$ cat src/rtl/alu_pkg.sv
// Shared opcode and sequencer state definitions for the ALU command sequencer.
package alu_pkg;

  localparam int DATA_W = 4;

  typedef enum logic [2:0] {
    OP_ADD  = 3'b000,
    OP_SUB  = 3'b001,
    OP_LOAD = 3'b010,
    OP_AND  = 3'b011,
    OP_OR   = 3'b100,
    OP_XOR  = 3'b101,
    OP_SLT  = 3'b110,
    OP_EQ   = 3'b111
  } alu_op_e;

  typedef enum logic [1:0] {
    ST_IDLE = 2'b00,
    ST_EXEC = 2'b01,
    ST_OUT  = 2'b10
  } seq_state_e;

  // Comparisons and LOAD leave the accumulator to the caller; LOAD is bypassed.
  function automatic logic writes_acc(input logic [2:0] op);
    logic w;
    case (op)
      OP_ADD, OP_SUB, OP_AND, OP_OR, OP_XOR: w = 1'b1;
      default:                               w = 1'b0;
    endcase
    return w;
  endfunction

endpackage

$ cat src/rtl/alu_core.sv
// Combinational 4-bit ALU: wrapped result plus zero/signed-overflow/carry flags.
module alu_core
  import alu_pkg::*;
(
  input  logic [3:0] a_i,
  input  logic [3:0] b_i,
  input  logic [2:0] op_i,
  output logic [3:0] res_o,
  output logic       zero_o,
  output logic       over_o,
  output logic       cout_o
);

  logic [4:0] sum_s;
  logic [4:0] diff_s;
  logic       add_ovf_s;
  logic       sub_ovf_s;
  logic       is_cmp_s;

  assign sum_s     = {1'b0, a_i} + {1'b0, b_i};
  assign diff_s    = {1'b0, a_i} + {1'b0, ~b_i} + 5'd1;
  assign add_ovf_s = (a_i[3] == b_i[3]) && (sum_s[3] != a_i[3]);
  assign sub_ovf_s = (a_i[3] != b_i[3]) && (diff_s[3] != a_i[3]);

  // Opcode decode; SLT/EQ report the flags of the underlying a-b subtraction.
  always_comb begin
    res_o    = 4'd0;
    over_o   = 1'b0;
    cout_o   = 1'b0;
    is_cmp_s = 1'b0;
    case (op_i)
      OP_ADD: begin
        res_o  = sum_s[3:0];
        over_o = add_ovf_s;
        cout_o = sum_s[4];
      end
      OP_SUB: begin
        res_o  = diff_s[3:0];
        over_o = sub_ovf_s;
        cout_o = diff_s[4];
      end
      OP_LOAD: res_o = b_i;
      OP_AND:  res_o = a_i & b_i;
      OP_OR:   res_o = a_i | b_i;
      OP_XOR:  res_o = a_i ^ b_i;
      OP_SLT: begin
        res_o    = {3'b000, diff_s[3] ^ sub_ovf_s};
        over_o   = sub_ovf_s;
        cout_o   = diff_s[4];
        is_cmp_s = 1'b1;
      end
      OP_EQ: begin
        res_o    = {3'b000, (diff_s[3:0] == 4'd0)};
        over_o   = sub_ovf_s;
        cout_o   = diff_s[4];
        is_cmp_s = 1'b1;
      end
      default: res_o = 4'd0;
    endcase
    if (op_i == OP_LOAD) begin
      zero_o = 1'b0;
    end else if (is_cmp_s) begin
      zero_o = (diff_s[3:0] == 4'd0);
    end else begin
      zero_o = (res_o == 4'd0);
    end
  end

endmodule

$ cat src/rtl/alu_cmd_seq.sv
// Command sequencer: 2-entry command FIFO feeding an accumulator ALU with a
// valid/ready result register, sticky overflow and a completed-result counter.
module alu_cmd_seq
  import alu_pkg::*;
#(
  parameter int CNT_W = 8
) (
  input  logic             clk,
  input  logic             rst_n,
  input  logic             cmd_valid,
  output logic             cmd_ready,
  input  logic [2:0]       cmd_op,
  input  logic [3:0]       cmd_opnd,
  output logic             res_valid,
  input  logic             res_ready,
  output logic [3:0]       res_data,
  output logic             res_zero,
  output logic             res_over,
  output logic             res_cout,
  output logic [3:0]       acc,
  output logic             ovf_sticky,
  output logic [CNT_W-1:0] done_cnt
);

  logic [2:0]       fifo_op_q   [2];
  logic [3:0]       fifo_opnd_q [2];
  logic             wr_ptr_q, rd_ptr_q;
  logic [1:0]       count_q, count_d;
  logic             push_s, pop_s;

  seq_state_e       state_q;
  logic [2:0]       op_q;
  logic [3:0]       opnd_q, acc_q, res_data_q;
  logic             res_zero_q, res_over_q, res_cout_q, res_valid_q, ovf_q;
  logic [CNT_W-1:0] done_cnt_q;

  logic [3:0]       alu_res_s;
  logic             alu_zero_s, alu_over_s, alu_cout_s;

  alu_core u_alu (
    .a_i    (acc_q),
    .b_i    (opnd_q),
    .op_i   (op_q),
    .res_o  (alu_res_s),
    .zero_o (alu_zero_s),
    .over_o (alu_over_s),
    .cout_o (alu_cout_s)
  );

  assign cmd_ready  = (count_q != 2'd2);
  assign push_s     = cmd_valid && cmd_ready;
  assign res_valid  = res_valid_q;
  assign res_data   = res_data_q;
  assign res_zero   = res_zero_q;
  assign res_over   = res_over_q;
  assign res_cout   = res_cout_q;
  assign acc        = acc_q;
  assign ovf_sticky = ovf_q;
  assign done_cnt   = done_cnt_q;

  // Pop whenever the FSM is free to take the head: idle, or finishing a handshake.
  always_comb begin
    if (count_q == 2'd0) begin
      pop_s = 1'b0;
    end else if (state_q == ST_IDLE) begin
      pop_s = 1'b1;
    end else if (state_q == ST_OUT && res_ready) begin
      pop_s = 1'b1;
    end else begin
      pop_s = 1'b0;
    end
    case ({push_s, pop_s})
      2'b10:   count_d = count_q + 2'd1;
      2'b01:   count_d = count_q - 2'd1;
      default: count_d = count_q;
    endcase
  end

  // Command FIFO storage and pointers.
  always_ff @(posedge clk) begin
    if (!rst_n) begin
      wr_ptr_q <= 1'b0;
      rd_ptr_q <= 1'b0;
      count_q  <= 2'd0;
    end else begin
      if (push_s) begin
        fifo_op_q[wr_ptr_q]   <= cmd_op;
        fifo_opnd_q[wr_ptr_q] <= cmd_opnd;
        wr_ptr_q              <= ~wr_ptr_q;
      end
      if (pop_s) begin
        rd_ptr_q <= ~rd_ptr_q;
      end
      count_q <= count_d;
    end
  end

  // Sequencer FSM with accumulator, result register, sticky overflow and counter.
  always_ff @(posedge clk) begin
    if (!rst_n) begin
      state_q     <= ST_IDLE;
      op_q        <= 3'd0;
      opnd_q      <= 4'd0;
      acc_q       <= 4'd0;
      res_data_q  <= 4'd0;
      res_zero_q  <= 1'b0;
      res_over_q  <= 1'b0;
      res_cout_q  <= 1'b0;
      res_valid_q <= 1'b0;
      ovf_q       <= 1'b0;
      done_cnt_q  <= {CNT_W{1'b0}};
    end else begin
      case (state_q)
        ST_IDLE: begin
          if (pop_s) begin
            op_q    <= fifo_op_q[rd_ptr_q];
            opnd_q  <= fifo_opnd_q[rd_ptr_q];
            state_q <= ST_EXEC;
          end
        end
        ST_EXEC: begin
          res_valid_q <= 1'b1;
          state_q     <= ST_OUT;
          if (op_q == OP_LOAD) begin
            res_data_q <= opnd_q;
            res_zero_q <= 1'b0;
            res_over_q <= 1'b0;
            res_cout_q <= 1'b0;
            acc_q      <= opnd_q;
          end else begin
            res_data_q <= alu_res_s;
            res_zero_q <= alu_zero_s;
            res_over_q <= alu_over_s;
            res_cout_q <= alu_cout_s;
            if (alu_over_s) begin
              ovf_q <= 1'b1;
            end
            if (writes_acc(op_q)) begin
              acc_q <= alu_res_s;
            end
          end
        end
        ST_OUT: begin
          if (res_ready) begin
            res_valid_q <= 1'b0;
            done_cnt_q  <= done_cnt_q + {{(CNT_W-1){1'b0}}, 1'b1};
            if (pop_s) begin
              op_q    <= fifo_op_q[rd_ptr_q];
              opnd_q  <= fifo_opnd_q[rd_ptr_q];
              state_q <= ST_EXEC;
            end else begin
              state_q <= ST_IDLE;
            end
          end
        end
        default: state_q <= ST_IDLE;
      endcase
    end
  end

endmodule

$ cat config.mk
export PLATFORM = sky130hd
export DESIGN_NAME = alu_cmd_seq
export DESIGN_NICKNAME = d
export VERILOG_FILES = /design/src/rtl/alu_pkg.sv /design/src/rtl/alu_core.sv /design/src/rtl/alu_cmd_seq.sv
export SDC_FILE = /design/constraint.sdc
export NUM_CORES = 1
export LEC_CHECK = 0
export CAP_MARGIN = 20
export CORE_MARGIN = 2
export CORE_UTILIZATION = 40
export CTS_CLUSTER_SIZE = 12
export DETAILED_ROUTE_END_ITERATION = 6
export GPL_ROUTABILITY_DRIVEN = 1
export MAX_ROUTING_LAYER = met4
export PLACE_DENSITY = 0.61
export SYNTH_ARGS = -nofsm -noshare
export SYNTH_HDL_FRONTEND = slang
export SYNTH_SLANG_ARGS = --single-unit
$ cat constraint.sdc
create_clock -name clk -period 3.25 [get_ports clk]
set_input_delay 0.975 -clock clk [delete_from_list [all_inputs] [get_ports clk]]
set_output_delay 0.975 -clock clk [all_outputs]
set_load 0.01 [all_outputs]
==> run metrics <==
yosys warns 0; Ant. Diodes 0; R2R Path Start acc[1]; crit path max fanout 6; actual slew at the worst max-slew pin 0.677 ns; sequential cell area 0.00112 mm2; Die Footprint 0.00686 mm2; io pins 33; number of synthesized flops with an enable pin 14; worst setup margin 0.272 ns; nets@finish 324; Max Root-Sink Buffers 2; slew margin rel. 0.548; Max Slew Vio Count 0; Reg2Reg Depth 12; Initial Util 0.417; Fillers 605; Setup TNS 0 ns; via count 1941; initial antenna violation count 0; chip width 82.8 um; Core Rows 28; R2R Setup Slk 0.27 ns; most frequent cells after synthesis 35 x dfxtp_1, 33 x nor2_1, 19 x a21oi_1, 19 x inv_1, 18 x nand2_1; post-cts hold buffer count 0; Max VDD drop 0.320 mV; Reg clk slew, reported paths 0.09 ns; Crit path required time 3.50 ns; first-pass GRT wire length 8220 um; drt pass-1 iters 4; RSZ-0062 raised after global routing false; post-synthesis cell area 0.00248 mm2; area growth from synthesis to layout 20.3%; period utilisation layout 0.916; run status completed; top cell type's share of synthesized area 0.282; Leak 1.12 nW; Top FF cell, synth dfxtp_1; H-tree depth 2; Tightest Hold Check Type reg -> reg; largest cells by area after synthesis dfxtp_1 28%, edfxtp_1 17%, ha_1 7.1%; GRT Residual Overflow 0; hold_sp ovf_sticky; Final Hold Fails 0; vias in the first global route 1742; worst hold slack 0.461 ns; leading area contributor after synthesis dfxtp_1; Fmax achieved 336 MHz; Die Y-Extent 82.8 um; DR WL/cell 13.6 um; drc violations 0; CTS sink count 49; flops & latches, synth 49; PD cells 862 mW/mm2; antenna-violating nets left 0; fraction of registers with async set/reset 0; count leader, synth dfxtp_1; dpl hpwl 3720 um; skew final 0.00682 ns; Setup CP Type reg -> reg; GRT Util Overall 0.164; multi-input logic area 0.00124 mm2; average vias per placed instance 5.22; initial detailed-routing violation count 64; CP Data Arrival Time 3.23 ns; Final Routed Wirelength 5060 um; post_cts resized 0; pre-CTS WS 0.291 ns; maximum number of pins on one net before global-route repair 28; Post-Syn Nets 292; setup bufs post-CTS 0; CTS Buf Count 5; root buf cell clkbuf_8; WHS Endpoint ovf_sticky; synthesized area per cell 9.41 um2; Final min period 2.98 ns; Hold Path Stages 1; core area 0.00596 mm2; Buffers on Ports 32; Clk Latency, worst-skew pair 0.30 ns; post-synthesis sequential area ratio 0.451; worst reg2reg path endpoint res_zero; CP Capture Type flip-flop; Synth cell types 43; Final setup violation count 0; CTS tree built; layout cell share with drive strength beyond 1 0.0438; Mapped Cells 264; MaxCap Viol Count 0; Critical Path Start Type flip-flop; GP Congestion 0.885
registers in the layout (all words and copies together), names as in the netlist, 2 cells and up, named ones only:
signal,cells
count_q,2
acc,4
fifo_op_q,6
opnd_q,4
done_cnt,8
res_data,4
fifo_opnd_q,8
state_q,2
op_q,3
routing by layer:
metal,up-vias,global-route usage,part of all wire
met1,899,0.212,0.46
li1,992,-,-
met2,44,0.258,0.47
met4,0,0.0492,0.011
met5,-,-,0
met3,6,0.0390,0.051
cells in the final DEF (no fill, tap or decap), types with 2 or more instances in the layout:
master and count:
dfxtp_1 35, nor2_1 33, clkdlybuf4s50_1 32, inv_1 19, a21oi_1 19, nand2_1 18
ha_1 14, edfxtp_1 14, mux2i_1 12, o21ai_0 10, a211oi_1 10, xor2_1 8
nand3_1 6, xnor2_1 5, nor3_1 5, clkbuf_8 5, buf_4 5, nor2b_1 4
nor3b_1 3, or3_1 3, fa_1 3, o22ai_1 2, nand2b_1 2, a21o_1 2
a32oi_1 2, o211ai_1 2, a31oi_1 2, and3_1 2, a211o_1 2, nand4_1 2
kinds of logic after synthesis:
family                   Yosys count  synth area share
XOR/XNOR                          13            0.0458
AO/OA/AOI/OAI                     60             0.157
buffers and inverters             31            0.0504
AND/OR/NAND/NOR                   82             0.152
adder cells (fa/ha/maj)           17            0.0947
multiplexers                      12            0.0484
flip-flops                        49             0.451
stage by stage:
stage	instances	instance area, um2	total power [W]	utilization
after CTS	372	2990	0.00259	0.502
after detailed placement	364	2880	0.00217	0.484
after global routing	372	2990	0.00281	0.502
after global placement	364	2880	0.00216	0.484
final	372	2990	0.00257	0.502
after floorplan	264	2480	0.00182	-
critical path, stage by stage, from the launching register on:
cell and delay (ns):
dfxtp_1 0.45, inv_1 0.12, ha_1 0.36, nor2_1 0.13, nor2_1 0.05, nor2_1 0.08, nor2_1 0.06, fa_1 0.52
inv_1 0.07, or4_1 0.48, or3_1 0.36, a21oi_1 0.15, a41o_2 0.11
layout make-up:
class,count,share of cell area
Sequential cell,49,0.375
Multi-Input combinational cell,184,0.414
Tap cell,75,0.0314
Clock buffer,6,0.0243
Timing Repair Buffer,37,0.120
Clock inverter,2,0.0113
Inverter,19,0.0239
power by group:
group / switching, W / internal, W / total [W]
clock network: 0.000190 / 0.000227 / 0.000417
logic: 0.000660 / 0.000551 / 0.00121
registers: 0.000188 / 0.000758 / 0.000946
worst max-delay path by stage:
stage                       from        to  slack, ns  depth (start not counted)
final                     acc[1]  res_zero       0.27                         12
after global routing      acc[1]  res_zero       0.01                         12
after CTS                 acc[1]  res_zero       0.27                         12
after floorplan           acc[1]  res_zero       0.39                         12
after detailed placement  acc[1]  res_zero       0.29                         12
after global placement    acc[1]  res_zero       0.35                         12
Power figures use the tool's default switching activity.
